**src/rtl/piso_serializer8_pkg.sv**
```systemverilog
// Shared types and constants for the byte-wide parallel-in, serial-out stage.
package piso_serializer8_pkg;

  localparam int DATA_W = 8;

  typedef enum logic {
    IDLE  = 1'b0,
    SHIFT = 1'b1
  } state_t;

  // Bit index of the first bit of a frame.
  function automatic logic [2:0] first_sel(input bit lsb_first);
    return lsb_first ? 3'd0 : 3'd7;
  endfunction

  // Bit index of the next bit of a frame.
  function automatic logic [2:0] step_sel(input logic [2:0] sel, input bit lsb_first);
    return lsb_first ? sel + 3'd1 : sel - 3'd1;
  endfunction

endpackage

```
**src/rtl/piso_serializer8_if.sv**
```systemverilog
// Byte input handshake and serial output bundle of the serializer.
// din_valid/din_ready: a byte moves on a rising edge where both are high; the
// producer keeps din and din_valid stable until that edge.
interface piso_serializer8_if;
  import piso_serializer8_pkg::*;

  logic [DATA_W-1:0] din;
  logic              din_valid;
  logic              din_ready;
  logic              sout;
  logic              sout_valid;
  logic [2:0]        sel;
  logic              done;
  state_t            state;

  modport master (
    output din, din_valid,
    input  din_ready, sout, sout_valid, sel, done, state
  );

  modport slave (
    input  din, din_valid,
    output din_ready, sout, sout_valid, sel, done, state
  );

endinterface

```
**src/rtl/piso_serializer8_mux8_1.sv**
```systemverilog
// 8:1 bit-select mux driven by the serializer's bit index.
module mux8_1 (
  input  logic [7:0] i,
  input  logic [2:0] sel,
  output logic       q
);

  assign q = i[sel];

endmodule

```
**src/rtl/piso_serializer8.sv**
```systemverilog
// Latches one byte per handshake and shifts it out on sout, holding each bit
// for CLKS_PER_BIT cycles.
module piso_serializer8
  import piso_serializer8_pkg::*;
#(
  parameter int CLKS_PER_BIT = 1,
  parameter bit LSB_FIRST    = 1'b1
) (
  input  logic               clk,
  input  logic               rst,
  piso_serializer8_if.slave  bus
);

  if (CLKS_PER_BIT < 1) begin : g_bad_cpb
    $error("piso_serializer8: CLKS_PER_BIT must be >= 1");
  end

  localparam int             TW        = (CLKS_PER_BIT > 1) ? $clog2(CLKS_PER_BIT) : 1;
  localparam logic [TW-1:0]  TICK_LAST = TW'(CLKS_PER_BIT - 1);

  state_t            state;
  logic [DATA_W-1:0] hold;
  logic [2:0]        sel;
  logic [2:0]        bit_cnt;
  logic [TW-1:0]     tick_cnt;
  logic              raw_bit;
  logic              last_tick;

  assign last_tick = (tick_cnt == TICK_LAST);

  always_ff @(posedge clk or posedge rst) begin
    if (rst) begin
      state    <= IDLE;
      hold     <= '0;
      sel      <= '0;
      bit_cnt  <= '0;
      tick_cnt <= '0;
    end else begin
      case (state)
        IDLE: begin
          if (bus.din_valid) begin
            hold     <= bus.din;
            sel      <= first_sel(LSB_FIRST);
            bit_cnt  <= '0;
            tick_cnt <= '0;
            state    <= SHIFT;
          end
        end
        SHIFT: begin
          if (last_tick) begin
            tick_cnt <= '0;
            bit_cnt  <= bit_cnt + 3'd1;
            // sel parks on the final index instead of wrapping past it.
            if (bit_cnt == 3'd7) begin
              state <= IDLE;
            end else begin
              sel <= step_sel(sel, LSB_FIRST);
            end
          end else begin
            tick_cnt <= tick_cnt + TW'(1);
          end
        end
        default: state <= IDLE;
      endcase
    end
  end

  mux8_1 u_mux (
    .i   (hold),
    .sel (sel),
    .q   (raw_bit)
  );

  assign bus.din_ready  = (state == IDLE);
  assign bus.sout_valid = (state == SHIFT);
  assign bus.sout       = raw_bit & (state == SHIFT);
  assign bus.sel        = sel;
  assign bus.done       = (state == SHIFT) && (bit_cnt == 3'd7) && last_tick;
  assign bus.state      = state;

endmodule
```
**src/flat_wrapper.sv**
```systemverilog
// flat-port wrapper written by rule: the top's interface ports become plain ports
module piso_serializer8_flat import piso_serializer8_pkg::*;
#(
  parameter int CLKS_PER_BIT = 1,
  parameter bit LSB_FIRST    = 1'b1
)
  (clk, rst, bus_din, bus_din_valid, bus_din_ready, bus_sout, bus_sout_valid, bus_sel, bus_done, bus_state);
  piso_serializer8_if bus_i ();
  input  logic clk;
  input  logic rst;
  input wire logic [$bits(bus_i.din)-1:0] bus_din;
  input wire logic [$bits(bus_i.din_valid)-1:0] bus_din_valid;
  output wire logic [$bits(bus_i.din_ready)-1:0] bus_din_ready;
  output wire logic [$bits(bus_i.sout)-1:0] bus_sout;
  output wire logic [$bits(bus_i.sout_valid)-1:0] bus_sout_valid;
  output wire logic [$bits(bus_i.sel)-1:0] bus_sel;
  output wire logic [$bits(bus_i.done)-1:0] bus_done;
  output wire logic [$bits(bus_i.state)-1:0] bus_state;
  assign bus_i.din = bus_din;
  assign bus_i.din_valid = bus_din_valid;
  assign bus_din_ready = bus_i.din_ready;
  assign bus_sout = bus_i.sout;
  assign bus_sout_valid = bus_i.sout_valid;
  assign bus_sel = bus_i.sel;
  assign bus_done = bus_i.done;
  assign bus_state = bus_i.state;
  piso_serializer8 #(.CLKS_PER_BIT(CLKS_PER_BIT), .LSB_FIRST(LSB_FIRST)) u_core (.clk(clk), .rst(rst), .bus(bus_i));
endmodule
```
**config.mk**
```make
export PLATFORM = sky130hd
export DESIGN_NAME = piso_serializer8_flat
export DESIGN_NICKNAME = d
export VERILOG_FILES = /design/src/rtl/piso_serializer8_pkg.sv /design/src/rtl/piso_serializer8_if.sv /design/src/rtl/piso_serializer8_mux8_1.sv /design/src/rtl/piso_serializer8.sv /design/src/flat_wrapper.sv
export SDC_FILE = /design/constraint.sdc
export NUM_CORES = 1
export LEC_CHECK = 0
export ABC_AREA = 1
export CORE_MARGIN = 1
export CORE_UTILIZATION = 47
export DETAILED_ROUTE_END_ITERATION = 10
export PLACE_DENSITY = 0.77
export REMOVE_ABC_BUFFERS = 1
export SLEW_MARGIN = 20
export SYNTH_ARGS = -nofsm -noshare
export SYNTH_HDL_FRONTEND = slang
export SYNTH_SLANG_ARGS = --single-unit
export TNS_END_PERCENT = 100
```
**constraint.sdc**
```tcl
create_clock -name clk -period 1.9 [get_ports clk]
set_clock_uncertainty 0.15 [all_clocks]
set_input_delay 0.38 -clock clk [delete_from_list [all_inputs] [get_ports clk]]
set_output_delay 0.38 -clock clk [all_outputs]
set_load 0.03 [all_outputs]
```
==> impl_results.md <==
* TritonCTS clock tree: built
* Final setup violation count at 1
* Post-Layout Cell Count at 123
* Final WS setup at -0.00597 ns
* DRC violations left at 0
* Status: finished with violations
* DP Wirelength at 1060 microns
* Flop pwr share at 0.318
* FF-to-FF Start: u_core.bit_cnt[1]
* Mapped cell area at 768 sq um
* Avg Vias per Cell at 4.89
* Leading area contributor after synthesis: dfrtp_1
* Relative slew slack at 0.633
* Final Max Slew Viols at 0
* Pre-antenna DRT Iters at 4
* Fin crit share at 1.00
* Commonest non-fill, non-tap cell in the layout: nand2_1
* MaxCap Viol Count at 0
* Yosys top cell area share at 0.489
* Crit path time final at 1.91 ns
* Die width at 42.4 microns
* Initial antenna violation count at 0
* Synth Register Bits at 15
* RSZ-0062 raised after global routing: yes
* WP data arrival at 1.38 ns
* Routed Antenna Nets at 0
* Power Density at 1900 nW/um^2
* First-pass GRT wire length at 2410 microns
* Core box area at 1520 sq um
* Worst path max stage delay at 0.47 ns
* Avg Cell Area, Syn at 9.15 sq um
* Total clock sinks at 15
* Via count at 602
* P_sw at 0.893 mW
* Placed Cells at 117
* Sequential fraction of the synthesis area at 0.489
* Buffers on Ports at 18
* Worst hold-check path type: in2async
* Fill count at 135
* Crit path kind: reg2out
* Die area at 1800 sq um
* RePlAce Congestion at 0.785
* IO Count at 19
* CP Capture Type: output port
* Post-synthesis cell type count at 17
* Min Hold Slack at 0.288 ns
* Worst-path maximum fanout at 7
* Top area cells in the synthesized netlist: dfrtp_1, nand2_1, o21ai_2, inv_1, ha_1
* Layout cells sized above 1 at 0.327
* Required time worst endpoint at 1.37 ns
* Vias in the first global route at 599
* Die height at 42.4 microns
* CTS Hold Bufs at 0
* Critical-path cell list: nand2_1, nand3_2, nand3_2, nand2_1, nor2_1, buf_4
* Nets at 122
* Logic pwr share at 0.589
* Switching share of total power at 0.460
* Fin. Hold Viols at 0
* Number of H-tree levels at 1
* Routed len/inst at 12.6 microns
* Ant. Diodes at 0
* Max clock buf depth at 2
* Fmax at 525 MHz
* LEAKAGE at 0.507 nW
* Synth Warn # at 0
* Cells after Synth at 84
* Slowest stage cell, crit path: dfrtp_2
* CTS buffer count at 3
* Largest net degree at the start of global routing at 17
* Worst Setup Start Kind: flip-flop
* Critical R2R Capture: u_core.bus.sel[0]
* CTS clk-pin slew, worst paths at 0.08 ns
* CP bufs+invs at 1
* Clk_lat worst skew at 0.28 ns
* Std cell rows at 14
* Root Buffer: clkbuf_4
* Remaining Overflow, GRT at 0
* Iter 0 DRT Violations at 7
* Total wire length at 1550 microns
* Initial Util at 0.504
* Commonest non-fill, non-tap cells in the layout: nand2_1, dfrtp_1, inv_1
* Area growth, synth to finish at 32.9%
* Max VDD drop at 1.02 mV
* Cell count of the worst reg-to-reg path at 6
* Total global-route track usage at 0.185
* Pint at 1.05 mW
* Delay-heaviest family, CP: flip-flops
* Clock power frac at 0.094
* Worst Tran Pin Value at 0.550 ns
* Reg2reg setup slack at 0.48 ns
* Failing checks: negative setup slack
* Worst slack, placed at 0.190 ns
[how the worst max path moves through the flow]
stage | from | end | slack [ns] | depth (start not counted)
2_1_floorplan | u_core.bus.sel[0] | bus_sout | -0.07 | 6
3_3_place_gp | u_core.bus.sel[0] | bus_sout | 0.20 | 7
3_5_place_dp | u_core.bus.sel[0] | bus_sout | 0.19 | 7
4_1_cts | u_core.bus.sel[0] | bus_sout | -0.001 | 7
5_1_grt | u_core.bus.sel[0] | bus_sout | -0.07 | 7
6_report | u_core.bus.sel[0] | bus_sout | -0.006 | 6
[what timing repair did]
item / 4_1_cts / 5_1_grt
resized for setup: 10 / 10
pin swaps: 0 / 6
buffers inserted: 1 / 1
endpoints found under the setup margin: 8 / 2
[routing by layer]
layer / vias to the layer above / global-route usage / wire (microns)
met5: - / 0 / 0
met4: 0 / 0.0750 / 20
met3: 2 / 0.0474 / 66
met2: 13 / 0.308 / 794
met1: 274 / 0.227 / 670
li1: 313 / - / -
[cell type report]
class / count / area (sq um) / share of cell area
Sequential cell: 15 / 378 / 0.370
Multi-Input combinational cell: 52 / 342 / 0.335
Timing Repair Buffer: 21 / 194 / 0.190
Inverter: 15 / 61.3 / 0.0600
Clock buffer: 4 / 26.3 / 0.0257
Tap cell: 16 / 20.0 / 0.0196
[per-stage QoR]
| stage | total power [mW] | instance area (sq um) | setup TNS, ns | utilization |
|---|---|---|---|---|
| floorplan | 1.32 | 741 | -0.0660 | - |
| global placement | 1.64 | 943 | 0 | 0.619 |
| detailed placement | 1.67 | 943 | 0 | 0.619 |
| CTS | 1.84 | 976 | -0.00114 | 0.640 |
| global route | 2.08 | 1020 | -0.0727 | 0.670 |
| finish | 1.94 | 1020 | -0.00597 | 0.670 |
[power groups by stage]
| stage | Combinational, mW | Sequential (mW) | Clock (mW) |
|---|---|---|---|
| after floorplan | 0.630 | 0.689 | 0 |
| after global placement | 1.04 | 0.597 | 0 |
| after detailed placement | 1.07 | 0.605 | 0 |
| after CTS | 1.05 | 0.602 | 0.190 |
| after global routing | 1.25 | 0.633 | 0.202 |
| final | 1.14 | 0.618 | 0.182 |
[registers in the layout, summed over array words and instances, names as in the netlist]
signal	cells
u_core.bus.sel	3
u_core.bit_cnt	3
u_core.hold	8
u_core.bus.sout_valid	1
[cell usage after synthesis]
master,instances
nand2_2,2
nor2_4,1
ha_1,3
nand2_4,1
inv_1,13
buf_4,1
buf_12,1
inv_4,1
o21ai_0,4
nand3_1,5
a22o_2,2
nor2_1,4
a21oi_1,1
o21ai_2,8
dfrtp_1,15
nand2_1,21
inv_2,1
[cell families after synthesis]
family	after synthesis	share of synthesized area
buffers and inverters	17	0.112
adders and majority gates	3	0.0489
and+or+nand+nor	34	0.200
AOI/OAI and AO/OA	15	0.150
DFF	15	0.489
Power figures use the tool's default switching activity.
==> patch: new RTL, config.mk and constraints unchanged <==
Make the reset (`rst`) synchronous in one clocked block.
--- a/src/rtl/piso_serializer8.sv
+++ b/src/rtl/piso_serializer8.sv
@@ -29,5 +29,5 @@
   assign last_tick = (tick_cnt == TICK_LAST);
 
-  always_ff @(posedge clk or posedge rst) begin
+  always_ff @(posedge clk) begin
     if (rst) begin
       state    <= IDLE;
Function: differs if rst is asserted again (counterexample within 4 cycles, from zero or initial values and one cycle with rst high); with rst held inactive, the same outputs for 10 cycles.
==> patch against the original RTL <==
  * Critical path depth fell by 1
  * Cell count is 8.1% higher
  * Core utilization fell by 2.5 points
  * Sequential cell count unchanged
  * Area after synthesis shrank 2.4%
  * Global-route usage is 1.3 points higher
  * Wire length is 7.8% lower
  * Synthesized cell count increased by 13%
  * Setup slack improved by 45 ps
  * Final area shrank 5.9%
  * Sequential share of layout area down 5.4 points
  * Critical endpoint is now bus_done
  * Largest cell class is now multi-input combinational cells
Power is not compared: it rests on default switching activity, and its combinational part moved more than twofold at a synthesized area within 25%.
==> patch: results (changes against the original RTL) <==
- Post-DP HPWL: 1.06 mm (+0.53%)
- Fraction of the mapped netlist area in adder cells: 0.0501 (+0.00122)
- Largest net degree at the start of global routing: 18 (+1)
- Vias per cell: 4.74 (-3.1%)
- Hold Crit Start: u_core.hold[3]
- Final WL: 1.43 mm (-7.8%)
- PortBufs: 18 (unchanged)
- Setup bufs post-CTS: 0 (-1)
- Post-synthesis sequential area ratio: 0.401 (-0.0879)
- Post-synthesis xor/xnor area fraction: 0.0117 (+0.0117)
- # fillers: 145 (+7.4%)
- Worst Hold Depth: 2
- Worst path top cell family by delay: adder cells
- H-tree depth: 1 (unchanged)
- Ys flop type: dfxtp_1
- Post-DRT Antenna Nets: 0 (unchanged)
- Worst rel slew slack: 0.789 (+0.156)
- First-pass GRT wire length: 2.66 mm (+10%)
- Ant. Diodes: 0 (unchanged)
- Hold slack: 317 ps (+28.8 ps)
- Non-filler instance count after layout: 133 (+8.1%)
- Syn Inst Count: 95 (+13%)
- Post-synthesis mux area share: 0 (unchanged)
- Reg clk slew, reported paths: 100 ps (+20 ps)
- Final setup violation count: 0 (-1)
- Leakage: 0.447 nW
- Status: finished, final reports clean
- RR Endpoint: u_core.bus.sel[1]
- Worst r2r src: u_core.bit_cnt[0]
- Dpl cell area: 933 µm² (-1.1%)
- Initial drt markers: 8 (+1)
- R2r setup slk: 460 ps (-20 ps)
- Hold endpoint: u_core.hold[3]
- Initial antenna violation count: 0 (unchanged)
- Synth cell types: 20 (+3)
- Placer Congestion: 0.798 (+1.7%)
- R2r worst-path depth: 8 (+2)
- Compound-Gate Fraction of Synth Area: 0.190 (+0.0405)
- Largest cells by area after synthesis: dfxtp_1 (40%), nand2_1 (9.5%), inv_1 (7.5%)
- HP Class: flop to flop
- Slowest-stage cell, CP: dfxtp_1
- Ys async rst share: 0 (-1.00)
- Via count of the first global-routing pass: 653 (+9.0%)
- Biggest regs: u_core.hold (8), u_core.bit_cnt (3), u_core.bus.sel (3)
- Slowest stage delay, CP: 350 ps (-120 ps)
- GRT Util Overall: 0.197 (+0.0127)
- Total CTS buffers: 3 (unchanged)
- Worst-path maximum fanout: 3 (-4)
- Synth top cells by count: nand2_1 (19), dfxtp_1 (15), inv_1 (15), a21oi_1 (10), o21ai_0 (8)
- Multi-input logic area: 339 µm² (-0.73%)
- Ratio of cells with drive above 1 in the final layout: 0.188 (-0.139)
- Clk root buf: clkbuf_4
- Place WS: 171 ps (-19.2 ps)
## patch: cell types whose count changed after synthesis, moves of 2 or more
| cell | before | now |
|---|---|---|
| dfrtp_1 | 15 | 0 |
| a21oi_1 | 1 | 10 |
| o21ai_2 | 8 | 2 |
| o21ai_0 | 4 | 8 |
| a21oi_2 | 0 | 4 |
| dfxtp_1 | 0 | 15 |
| nand2_1 | 21 | 19 |
| inv_1 | 13 | 15 |
| a22o_2 | 2 | 0 |
## patch: report_power, final
part	internal, W	switching [W]
Sequential	0.000336	0.0000162
Combinational	0.0000627	0.0000871
Clock	0.0000799	0.000112
## patch: repair_timing
item,4_1_cts,5_1_grt
gates resized for setup,6,1
pin swaps,0,0
setup endpoints to repair,6,1
hold endpoints to repair,0,0
## patch: cell type report
| class | count | area share |
|---|---|---|
| clock buffer | 3 | 0.0234 |
| clock inverter | 1 | 0.00781 |
| inverter | 18 | 0.0794 |
| multi-input combinational | 59 | 0.353 |
| sequential | 15 | 0.316 |
| tap | 16 | 0.0208 |
| timing repair buffer | 21 | 0.199 |
## patch: per-layer routing
layer	routed length (µm)	part of all wire	vias up	global-route usage
met3	52	0.036	2	0.0435
met5	0	0	-	0
met2	688	0.48	7	0.344
met4	10	0.0070	0	0.0774
li1	-	-	342	-
met1	679	0.47	280	0.233
## patch: worst max path at each step
stage          cells after the start             startpoint  slack (ps)         end
6_report                           5      u_core.bit_cnt[0]          40    bus_done
5_1_grt                            4  u_core.bus.sout_valid           4    bus_sout
4_1_cts                            5      u_core.bit_cnt[0]          50    bus_done
3_5_place_dp                       1      u_core.bus.sel[0]         170  bus_sel[0]
3_3_place_gp                       1  u_core.bus.sout_valid         190   bus_state
2_1_floorplan                      2  u_core.bus.sout_valid         -50    bus_sout
